[src/rtl/calc_sequencer.sv]
// calc_sequencer: Moore FSM driving the 4-bit calculator's X/Y/Z register controls and ALU opcode.
// Optional feature macro CALC_SEQ_CHAIN_EN adds a WB state that copies Z back into X after ADD/SUB.
module calc_sequencer #(
  parameter int CW  = 4,
  parameter int SHW = 2
) (
  input  logic           clk,
  input  logic           rst,
  input  logic           cmd_valid,
  output logic           cmd_ready,
  input  logic [1:0]     cmd,
  input  logic [1:0]     op,
  input  logic [SHW-1:0] shamt,
  output logic [CW-1:0]  Tx,
  output logic [CW-1:0]  Ty,
  output logic [CW-1:0]  Tz,
  output logic [1:0]     alu_op,
  output logic           x_sel,
  output logic           busy,
  output logic           done
);

  typedef enum logic [3:0] {
    INIT, IDLE, LDX, LDY, CLR, ALU, STORE, SHIFT, WB, DONE
  } state_t;

  localparam logic [2:0] C_HOLD   = 3'b000;
  localparam logic [2:0] C_LOAD   = 3'b001;
  localparam logic [2:0] C_SHIFTR = 3'b010;
  localparam logic [2:0] C_SHIFTL = 3'b011;
  localparam logic [2:0] C_CLEAR  = 3'b100;

  localparam logic [1:0] CMD_LDX  = 2'b00;
  localparam logic [1:0] CMD_LDY  = 2'b01;
  localparam logic [1:0] CMD_EXEC = 2'b10;

  state_t         state, state_nxt;
  logic [SHW-1:0] cnt, cnt_nxt;
  logic [1:0]     op_q;
  logic [2:0]     tx_c, ty_c, tz_c;

  // The shift counter doubles as the latched shamt: it is loaded at acceptance.
  always_ff @(posedge clk or posedge rst) begin
    if (rst) begin
      state <= INIT;
      cnt   <= '0;
      op_q  <= '0;
    end else begin
      state <= state_nxt;
      cnt   <= cnt_nxt;
      if (state == IDLE && cmd_valid) op_q <= op;
    end
  end

  always_comb begin
    state_nxt = state;
    cnt_nxt   = cnt;
    tx_c      = C_HOLD;
    ty_c      = C_HOLD;
    tz_c      = C_HOLD;
    alu_op    = 2'b00;
    x_sel     = 1'b0;
    cmd_ready = 1'b0;
    busy      = 1'b1;
    done      = 1'b0;
    case (state)
      INIT: begin
        tx_c      = C_CLEAR;
        ty_c      = C_CLEAR;
        tz_c      = C_CLEAR;
        state_nxt = IDLE;
      end
      IDLE: begin
        cmd_ready = 1'b1;
        busy      = 1'b0;
        if (cmd_valid) begin
          cnt_nxt = shamt;
          case (cmd)
            CMD_LDX:  state_nxt = LDX;
            CMD_LDY:  state_nxt = LDY;
            CMD_EXEC: begin
              if (!op[1])             state_nxt = ALU;
              else if (shamt == '0)   state_nxt = DONE;
              else                    state_nxt = SHIFT;
            end
            default:  state_nxt = CLR;
          endcase
        end
      end
      LDX: begin
        tx_c      = C_LOAD;
        state_nxt = DONE;
      end
      LDY: begin
        ty_c      = C_LOAD;
        state_nxt = DONE;
      end
      CLR: begin
        tx_c      = C_CLEAR;
        ty_c      = C_CLEAR;
        tz_c      = C_CLEAR;
        state_nxt = DONE;
      end
      // ALU gives the combinational result one cycle to settle before Z loads it.
      ALU: begin
        alu_op    = op_q;
        state_nxt = STORE;
      end
      STORE: begin
        alu_op = op_q;
        tz_c   = C_LOAD;
`ifdef CALC_SEQ_CHAIN_EN
        state_nxt = WB;
`else
        state_nxt = DONE;
`endif
      end
      SHIFT: begin
        tx_c    = op_q[0] ? C_SHIFTR : C_SHIFTL;
        cnt_nxt = cnt - 1'b1;
        if (cnt == SHW'(1)) state_nxt = DONE;
      end
`ifdef CALC_SEQ_CHAIN_EN
      WB: begin
        tx_c      = C_LOAD;
        x_sel     = 1'b1;
        state_nxt = DONE;
      end
`endif
      DONE: begin
        done      = 1'b1;
        busy      = 1'b0;
        state_nxt = IDLE;
      end
      default: state_nxt = IDLE;
    endcase
  end

  assign Tx = CW'(tx_c);
  assign Ty = CW'(ty_c);
  assign Tz = CW'(tz_c);

endmodule

[config.mk]
export PLATFORM = sky130hd
export DESIGN_NAME = calc_sequencer
export DESIGN_NICKNAME = d
export VERILOG_FILES = /design/src/rtl/calc_sequencer.sv
export SDC_FILE = /design/constraint.sdc
export NUM_CORES = 1
export LEC_CHECK = 0
export BUFFER_PORTS_ARGS = -buffer_cell sky130_fd_sc_hd__buf_4
export CAP_MARGIN = 20
export CORE_MARGIN = 1
export CORE_UTILIZATION = 43
export CTS_CLUSTER_SIZE = 25
export DETAILED_ROUTE_END_ITERATION = 8
export PLACE_DENSITY = 0.78
export SETUP_SLACK_MARGIN = 0.2
export SLEW_MARGIN = 10
export SYNTH_ARGS = -nofsm -noshare
export SYNTH_HDL_FRONTEND = slang
export SYNTH_SLANG_ARGS = --single-unit
export TNS_END_PERCENT = 50
[constraint.sdc]
create_clock -name clk -period 1.5 [get_ports clk]
set_input_delay 0.15 -clock clk [delete_from_list [all_inputs] [get_ports clk]]
set_output_delay 0.15 -clock clk [all_outputs]
set_load 0.02 [all_outputs]
## Word-level counts from Yosys, hierarchy flattened

Index checks and enable logic that the tools add are counted.

| word-level totals | value |
|---|---|
| register bits after elaboration | 8 |
| output and inout bits | 18 |

| cells by class | value |
|---|---|
| equality and inequality tests | 13 |
| reduce and logical (&&, ||, !) cells | 11 |
| add/sub/neg operators | 1 |
| muxes and demuxes | 16 |

Operator list:

| cell | count |
|---|---|
| $eq A4 B3 Y1 const B | 4 |
| $mux W4 | 4 |
| $pmux W4 S4 | 1 |
| $pmux W3 S2 | 2 |
| $pmux W4 S3 | 1 |
| $pmux W3 S3 | 1 |
| $eq A4 B2 Y1 const B | 2 |
| $reduce_or A2 Y1 | 3 |
| $eq A2 B1 Y1 const B | 2 |
| $eq A4 B1 Y1 const B | 1 |
| $eq A4 B4 Y1 const B | 1 |
| $logic_not A2 Y1 | 2 |
| $logic_not A4 Y1 | 1 |
| $mux W1 | 4 |
| $mux W2 | 2 |
| $ne A2 B2 Y1 const B | 2 |
| $pmux W2 S2 | 1 |
| $reduce_and A2 Y1 | 2 |
| $reduce_or A4 Y1 | 1 |
| $eq A2 B2 Y1 const B | 1 |
| $reduce_bool A2 Y1 | 1 |
| $sub A2 B1 Y2 const B | 1 |
| $logic_and A1 B1 Y1 | 1 |

## Logic depth before layout (Yosys ltp)

Gate-level depths: netlist of run 1.

| logic depth | value |
|---|---|
| word-level depth | 6 |
| depth in mapped cells | 5 |
| gate-level depth less buffers | 5 |

## Least setup slack after synthesis of run 1

No wires, ideal clock.

| timing | value |
|---|---|
| path type | register -> register |
| start | register state[3] |
| end | register op_q[0] |
| setup time | 0.125 ns |
| stages on the path, launching flop included | 6 |
| arrival | 1.520 ns |
| period minus slack after synthesis | 1.645 ns |
| data required time | 1.375 ns |
| setup slack | -0.145 ns |
| path through | dfrtp_1 > buf_6 > or4b_4 > clkinv_2 > nand2_4 > mux2_4 |

| on the way | value |
|---|---|
| word-level cells in the longest chain between the ends | 2 |

RTL lines:

| element | line | text |
|---|---|---|
| from (decl) | 37 | `state_t state, state_nxt;` |
| from (signal assigned) | 49 | `state <= state_nxt;` |
| $eq A4 B1 Y1 | 51 | `if (state == IDLE && cmd_valid) op_q <= op;` |
| $logic_and A1 B1 Y1 | 51 |  |
| to (signal assigned) | 51 |  |
| to (decl) | 39 | `logic [1:0] op_q;` |

Every way passes these cells.
A chain may end at the register's enable or synchronous reset.

## Worst setup path after layout of run 1

| timing | value |
|---|---|
| start | register state[3] |
| end | output cmd_ready |

| on the way | value |
|---|---|
| word-level cells in the longest chain between the ends | 2 |

RTL lines:

| element | line | text |
|---|---|---|
| $eq A4 B1 Y1 | 66 | `case (state)` |
| $mux W1 | 66 |  |
| to (decl) | 10 | `output logic cmd_ready,` |

Every way passes these cells.

==> impl_metrics.csv, run 1 <==
group,metric,value,unit
logic_synthesis,ys_seq_area_share,27.8,%
floorplan,io_pins,27,
outcome,outcome,"finished with violations",
final_layout,fin_util,75.8,%
worst_hold_path,hold_class,"primary input to flip-flop",
clocking,clk_latency,0.25,ns
pwr,powerDensity,2150,nW/um2
sta,layout_min_cycle_time,1.65,ns
place,io_buffers,20,
drt,ant_nets,0,
drt,avgViaCountPerCell,5.27,
place,postPlaceCellArea,876,um2
pwr,p_int,1430,uW
floorplan,rows,14,
logic_synthesis,syn_inst,85,
final_layout,n_antenna_cell,0,
pwr,p_sw_share,42.9,%
floorplan,die_w,42.9,um
sta,fin_hold_ws,0.136,ns
logic_synthesis,ys_ff_latch,8,
sta,rsz0062_at_grt,"true",
drt,drtPass1Iterations,4,
sta,setup_violations,8,
worst_setup_path,worstPathArrival,1.50,ns
floorplan,die_y,42.9,um
place,dp_hpwl,1210,um
logic_synthesis,ys_warn_count,0,
logic_synthesis,synthFlopType,"dfrtp_1",
drt,vias,738,
outcome,violations,"negative setup slack",
drt,routed_wl,2110,um
logic_synthesis,avgSynthCellArea,8.48,um2
logic_synthesis,synth_cell_type_count,32,
clocking,h-tree-depth,1,
final_layout,fill_cells,106,
logic_synthesis,synth-edff-count,0,
clocking,cts_max_path_buffers,2,
sta,period_share,110,%
pwr,power.total,2510,uW
sta,worst_slack,-0.148,ns
global_routing,track_usage,23.5,%
global_routing,grt_overflow,0,
final_layout,areaGrowthSynthToFinish,62.2,%
pwr,pwr-share-comb,77.9,%
global_routing,grt_antenna_before_repair,0,
final_layout,drive_above_1_share,51.6,%
logic_synthesis,async_flop_share,100,%
clocking,numCtsBuffers,3,
global_routing,grt_max_degree,13,
drt,wl_per_cell,15.1,um
drt,drcViolationCount,0,
clocking,ctsRootBufferMaster,"clkbuf_4",
drt,drt_iter0_drc,17,
pwr,pwr-share-clk,6.4,%
worst_setup_path,critical_path_class,"flip-flop to primary output",
worst_setup_path,start_kind,"flip-flop",
clocking,cts_tree,"yes",
final_layout,design_area,1170,um2
floorplan,die_area,1840,um2
flow_run,max_cap_violations,0,
worst_setup_path,cp.required,1.35,ns
floorplan,core_area,1540,um2
worst_setup_path,crit_fanout,2,
worst_setup_path,end_kind,"primary output",
pwr,p_sw,1080,uW
sta,final_hold_viol_count,0,
clocking,cts.reportedPaths.clkPinSlew,0.05,ns
global_routing,grt_pass1_wl,3240,um
pwr,seq_power_share,15.7,%
clocking,clkSinkCount,8,
sta,timing.fmax,0.607,GHz
sta,finalClockSkew,0.00284,ns
floorplan,initial_core_util,46.8,%
place,post-place-ws,-0.00874,ns
pwr,ir_drop,0.00109,V
place,routabilityCongestion,0.897,
sta,final_max_slew_viol_count,0,
logic_synthesis,syn-cell-area,721,um2
final_layout,finalNetCount,140,
global_routing,grt_pass1_vias,706,
pwr,leakage,0.000599,uW
power by group through the flow:
stage / sequential [uW] / combinational [uW] / clock, uW
2_1_floorplan: 367 / 873 / 0
3_3_place_gp: 378 / 1220 / 0
3_5_place_dp: 380 / 1240 / 0
4_1_cts: 387 / 1700 / 161
5_1_grt: 402 / 2060 / 174
6_report: 394 / 1950 / 160
layer usage:
metal  track usage, %  part of all wire, %  vias to the layer above
met2             40.0                   53                       29
li1                 -                    -                      359
met5                0                    0                        -
met1             31.4                   43                      350
met3             1.70                  3.7                        0
met4             7.88                    0                        0
layout make-up:
cell class | count | area, um2 | area share (%)
tap | 16 | 20.0 | 1.71
timing repair buffer | 42 | 383 | 32.8
multi-input combinational | 59 | 493 | 42.2
inverter | 12 | 50.0 | 4.28
sequential | 8 | 200 | 17.1
clock buffer | 3 | 22.5 | 1.93
layout by cell type (no fill, tap or decap), drive strengths merged:
master,Yosys,final
nor4b,1,1
buf,8,41
clkbuf,3,3
o21ai,2,2
or3,1,1
or2,1,1
a21oi,4,4
o211ai,4,4
nand2b,3,3
conb,1,6
or4b,1,1
a32oi,1,1
nand3b,1,1
clkinv,1,1
nand2,5,5
and2,2,2
inv,11,11
nor3b,1,1
dfrtp,8,8
a211o,3,3
nor2,4,4
nor3,3,3
ha,5,5
dlygate4sd3,0,1
mux2,2,2
nand3,2,2
a211oi,1,1
a2bb2oi,1,1
nand4b,3,3
nand4,1,1
and3,1,1
cells in the mapped netlist (2+ instances only):
cell / n / area [um2]
inv_1: 11 / 41.3
dfrtp_1: 8 / 200
buf_4: 7 / 52.6
ha_1: 5 / 62.6
a21oi_1: 4 / 20.0
nand2_1: 4 / 15.0
nor2_1: 4 / 15.0
o211ai_1: 4 / 30.0
a211o_1: 3 / 26.3
clkbuf_1: 3 / 11.3
nand2b_1: 3 / 18.8
nand4b_1: 3 / 26.3
nor3_1: 3 / 15.0
and2_1: 2 / 12.5
mux2_4: 2 / 30.0
nand3_1: 2 / 10.0
o21ai_0: 2 / 10.0
cells by family (layout without fill, tap and decap cells):
kind of cell | Yosys count | in the layout | share of synthesized area (%)
other cells | 1 | 6 | 0.520
buf+inv | 23 | 57 | 16.8
compound gates | 16 | 16 | 16.1
fa+ha+maj | 5 | 5 | 8.68
flops | 8 | 8 | 27.8
simple gates | 30 | 30 | 25.9
mux | 2 | 2 | 4.17
registers in the layout, summed over array words and instances, names as in the netlist:
register and count:
state 4, cnt 2, op_q 2
what timing repair did:
action,in CTS,in global routing
gates cloned,0,0
buffers inserted,11,5
pin swaps,11,7
gates resized for setup,23,9
endpoints found under the setup margin,17,19
hold buffers,1,0
endpoints found under the hold margin,8,0
metrics by stage:
stage,instances,TNS [ns]
4_1_cts,135,-0.403
5_1_grt,140,-1.08
3_5_place_dp,120,-0.0121
3_3_place_gp,120,0
6_report,140,-0.723
2_1_floorplan,90,-0.239
worst max-delay path, stage by stage (launching register included):
cell and delay [ns]:
dfrtp_1 0.39, or4b_4 0.58, clkinv_4 0.08, buf_6 0.09, buf_6 0.10
final timing paths:
kind | start | endpoint | slack (ns) | cells after the start
max | state[3] | cmd_ready | -0.15 | 4
min | op[0] | op_q[0] | 0.14 | 2
max reg2reg | state[3] | op_q[1] | -0.14 | 5
min reg2reg | op_q[1] | op_q[1] | 0.53 | 1
max in group asynchronous | rst | cnt[0] | 0.85 | 3
min in group asynchronous | rst | state[3] | 0.42 | 3
Note: power is estimated with default switching activity, not from simulation.
==> inputs of run 2 (changes only) <==
--- a/config.mk
+++ b/config.mk
@@ -7,8 +7,11 @@
 export LEC_CHECK = 0
 export BUFFER_PORTS_ARGS = -buffer_cell sky130_fd_sc_hd__buf_4
 export CAP_MARGIN = 20
+export CELL_PAD_IN_SITES_DETAIL_PLACEMENT = 1
+export CELL_PAD_IN_SITES_GLOBAL_PLACEMENT = 1
+export CORE_ASPECT_RATIO = 0.6
 export CORE_MARGIN = 1
-export CORE_UTILIZATION = 43
+export CORE_UTILIZATION = 31
 export CTS_CLUSTER_SIZE = 25
 export DETAILED_ROUTE_END_ITERATION = 8
 export PLACE_DENSITY = 0.78
==> impl_metrics.csv, run 2 (synthesized netlist as in run 1, its figures left out) <==
group,metric,value,unit
floorplan,initial_core_util,33.1,%
place,routabilityCongestion,0.843,
worst_setup_path,critical_path_class,"flip-flop to primary output",
final_layout,fill_cells,265,
clocking,ctsRootBufferMaster,"clkbuf_8",
clocking,cts_tree,"yes",
final_layout,drive_above_1_share,47.9,%
global_routing,grt_pass1_vias,739,
final_layout,n_antenna_cell,0,
final_layout,mostFrequentLayoutCell,"buf_4",
floorplan,core_area,2180,um2
floorplan,io_pins,27,
sta,layout_min_cycle_time,1.61,ns
clocking,h-tree-depth,1,
drt,routed_wl,2340,um
worst_setup_path,reg2reg_depth,5,
global_routing,grt_antenna_before_repair,0,
final_layout,design_area,1160,um2
floorplan,die_area,2530,um2
final_layout,register_area,200,um2
global_routing,globalRouteMet2Util,37.1,%
pwr,powerDensity,2140,nW/um2
sta,fin_hold_ws,0.158,ns
sta,period_share,107,%
worst_setup_path,reg2reg_slack,-0.10,ns
sta,timing.fmax,0.623,GHz
sta,final_max_slew_viol_count,0,
outcome,outcome,"finished with violations",
final_layout,reg.largest.list,"state (4), cnt (2), op_q (2)",
worst_setup_path,worstPathArrival,1.46,ns
clocking,numCtsBuffers,3,
place,dp_hpwl,1540,um
worst_setup_path,end_kind,"primary output",
place,postPlaceCellArea,893,um2
floorplan,die_w,64.2,um
outcome,violations,"negative setup slack",
final_layout,regMostFlops,"state",
clocking,clk_latency,0.23,ns
drt,wl_per_cell,15.7,um
final_layout,multiInputGateArea,487,um2
pwr,ir_drop,0.000829,V
global_routing,top_usage_layer,"met2",
global_routing,grt_use_met1,25.3,%
global_routing,use_met3,3.49,%
sta,rsz0062_at_grt,"true",
place,io_buffers,20,
global_routing,grt_overflow,0,
worst_setup_path,crit_fanout,3,
flow_run,max_cap_violations,0,
worst_setup_path,cp.required,1.35,ns
drt,drtPass1Iterations,4,
clocking,cts_max_path_buffers,2,
drt,ant_nets,0,
global_routing,track_usage,20.3,%
sta,worst_slack,-0.106,ns
worst_hold_path,min_path_cells,2,
final_layout,largest_register_ffs,4,
pwr,leakage,0.000577,uW
sta,setup_violations,8,
clocking,cts.reportedPaths.clkPinSlew,0.04,ns
drt,vias,726,
floorplan,die_y,39.4,um
drt,drt_iter0_drc,21,
place,post-place-ws,-0.000870,ns
final_layout,final_cell_mix,"buf_4 (20), buf_6 (16), inv_1 (10)",
sta,setup_tns,-0.491,ns
sta,final_hold_viol_count,0,
worst_setup_path,start_kind,"flip-flop",
global_routing,grt_max_degree,13,
clocking,clkSinkCount,8,
global_routing,grt_pass1_wl,3640,um
final_layout,finalNetCount,135,
drt,drcViolationCount,0,
worst_hold_path,hold_class,"primary input to flip-flop",
drt,avgViaCountPerCell,4.87,
sta,finalClockSkew,0.00274,ns
floorplan,rows,13,
final_layout,areaGrowthSynthToFinish,60.4,%
==> run 2: cell count changes in the layout (fill, tap and decap cells not counted), sizes merged <==
cell,previous run,this run
buf,41,36
==> run 2: per-layer routing <==
layer	vias up	wire, um
met3	2	100
met1	350	1090
met5	-	0
li1	349	-
met2	25	1130
met4	0	12
==> run 2: area by class of cell <==
cell class / count / share of cell area (%)
Tap cell: 30 / 3.25
Inverter: 12 / 4.33
Sequential cell: 8 / 17.3
Multi-Input combinational cell: 59 / 42.1
Timing Repair Buffer: 37 / 29.4
Clock buffer: 3 / 3.57
==> run 2: power by group <==
group / internal (uW) / total (uW) / switching [uW]
Clock: 174 / 262 / 87.6
Sequential: 316 / 396 / 80.1
Combinational: 912 / 1810 / 901
==> run 2: per-stage QoR <==
stage,power [uW],utilization (%),instances
3_3_place_gp,1600,41.0,134
4_1_cts,2330,50.8,148
3_5_place_dp,1660,41.0,134
2_1_floorplan,1240,-,90
5_1_grt,2630,53.0,149
6_report,2470,53.0,149
==> run 2: final timing paths <==
| check | from | end |
|---|---|---|
| worst max register to register | state[3] | op_q[1] |
| worst min register to register | cnt[0] | cnt[0] |
| max in group asynchronous | rst | cnt[0] |
| min in group asynchronous | rst | op_q[1] |
| worst max-delay path | state[3] | cmd_ready |
| worst min-delay path | op[0] | op_q[0] |
==> run 2: what timing repair did <==
action / CTS / global route
cloned: 0 / 0
hold buffers: 1 / 0
pin swaps: 8 / 6
setup endpoints to repair: 17 / 19
gates resized for setup: 22 / 9
hold endpoints to repair: 8 / 0
buffers inserted: 10 / 1
==> run 2: worst max-delay path: stages (launching register included) <==
cell and delay, ns:
dfrtp_1 0.40, or4b_4 0.55, clkinv_4 0.07, buf_6 0.10, buf_6 0.11
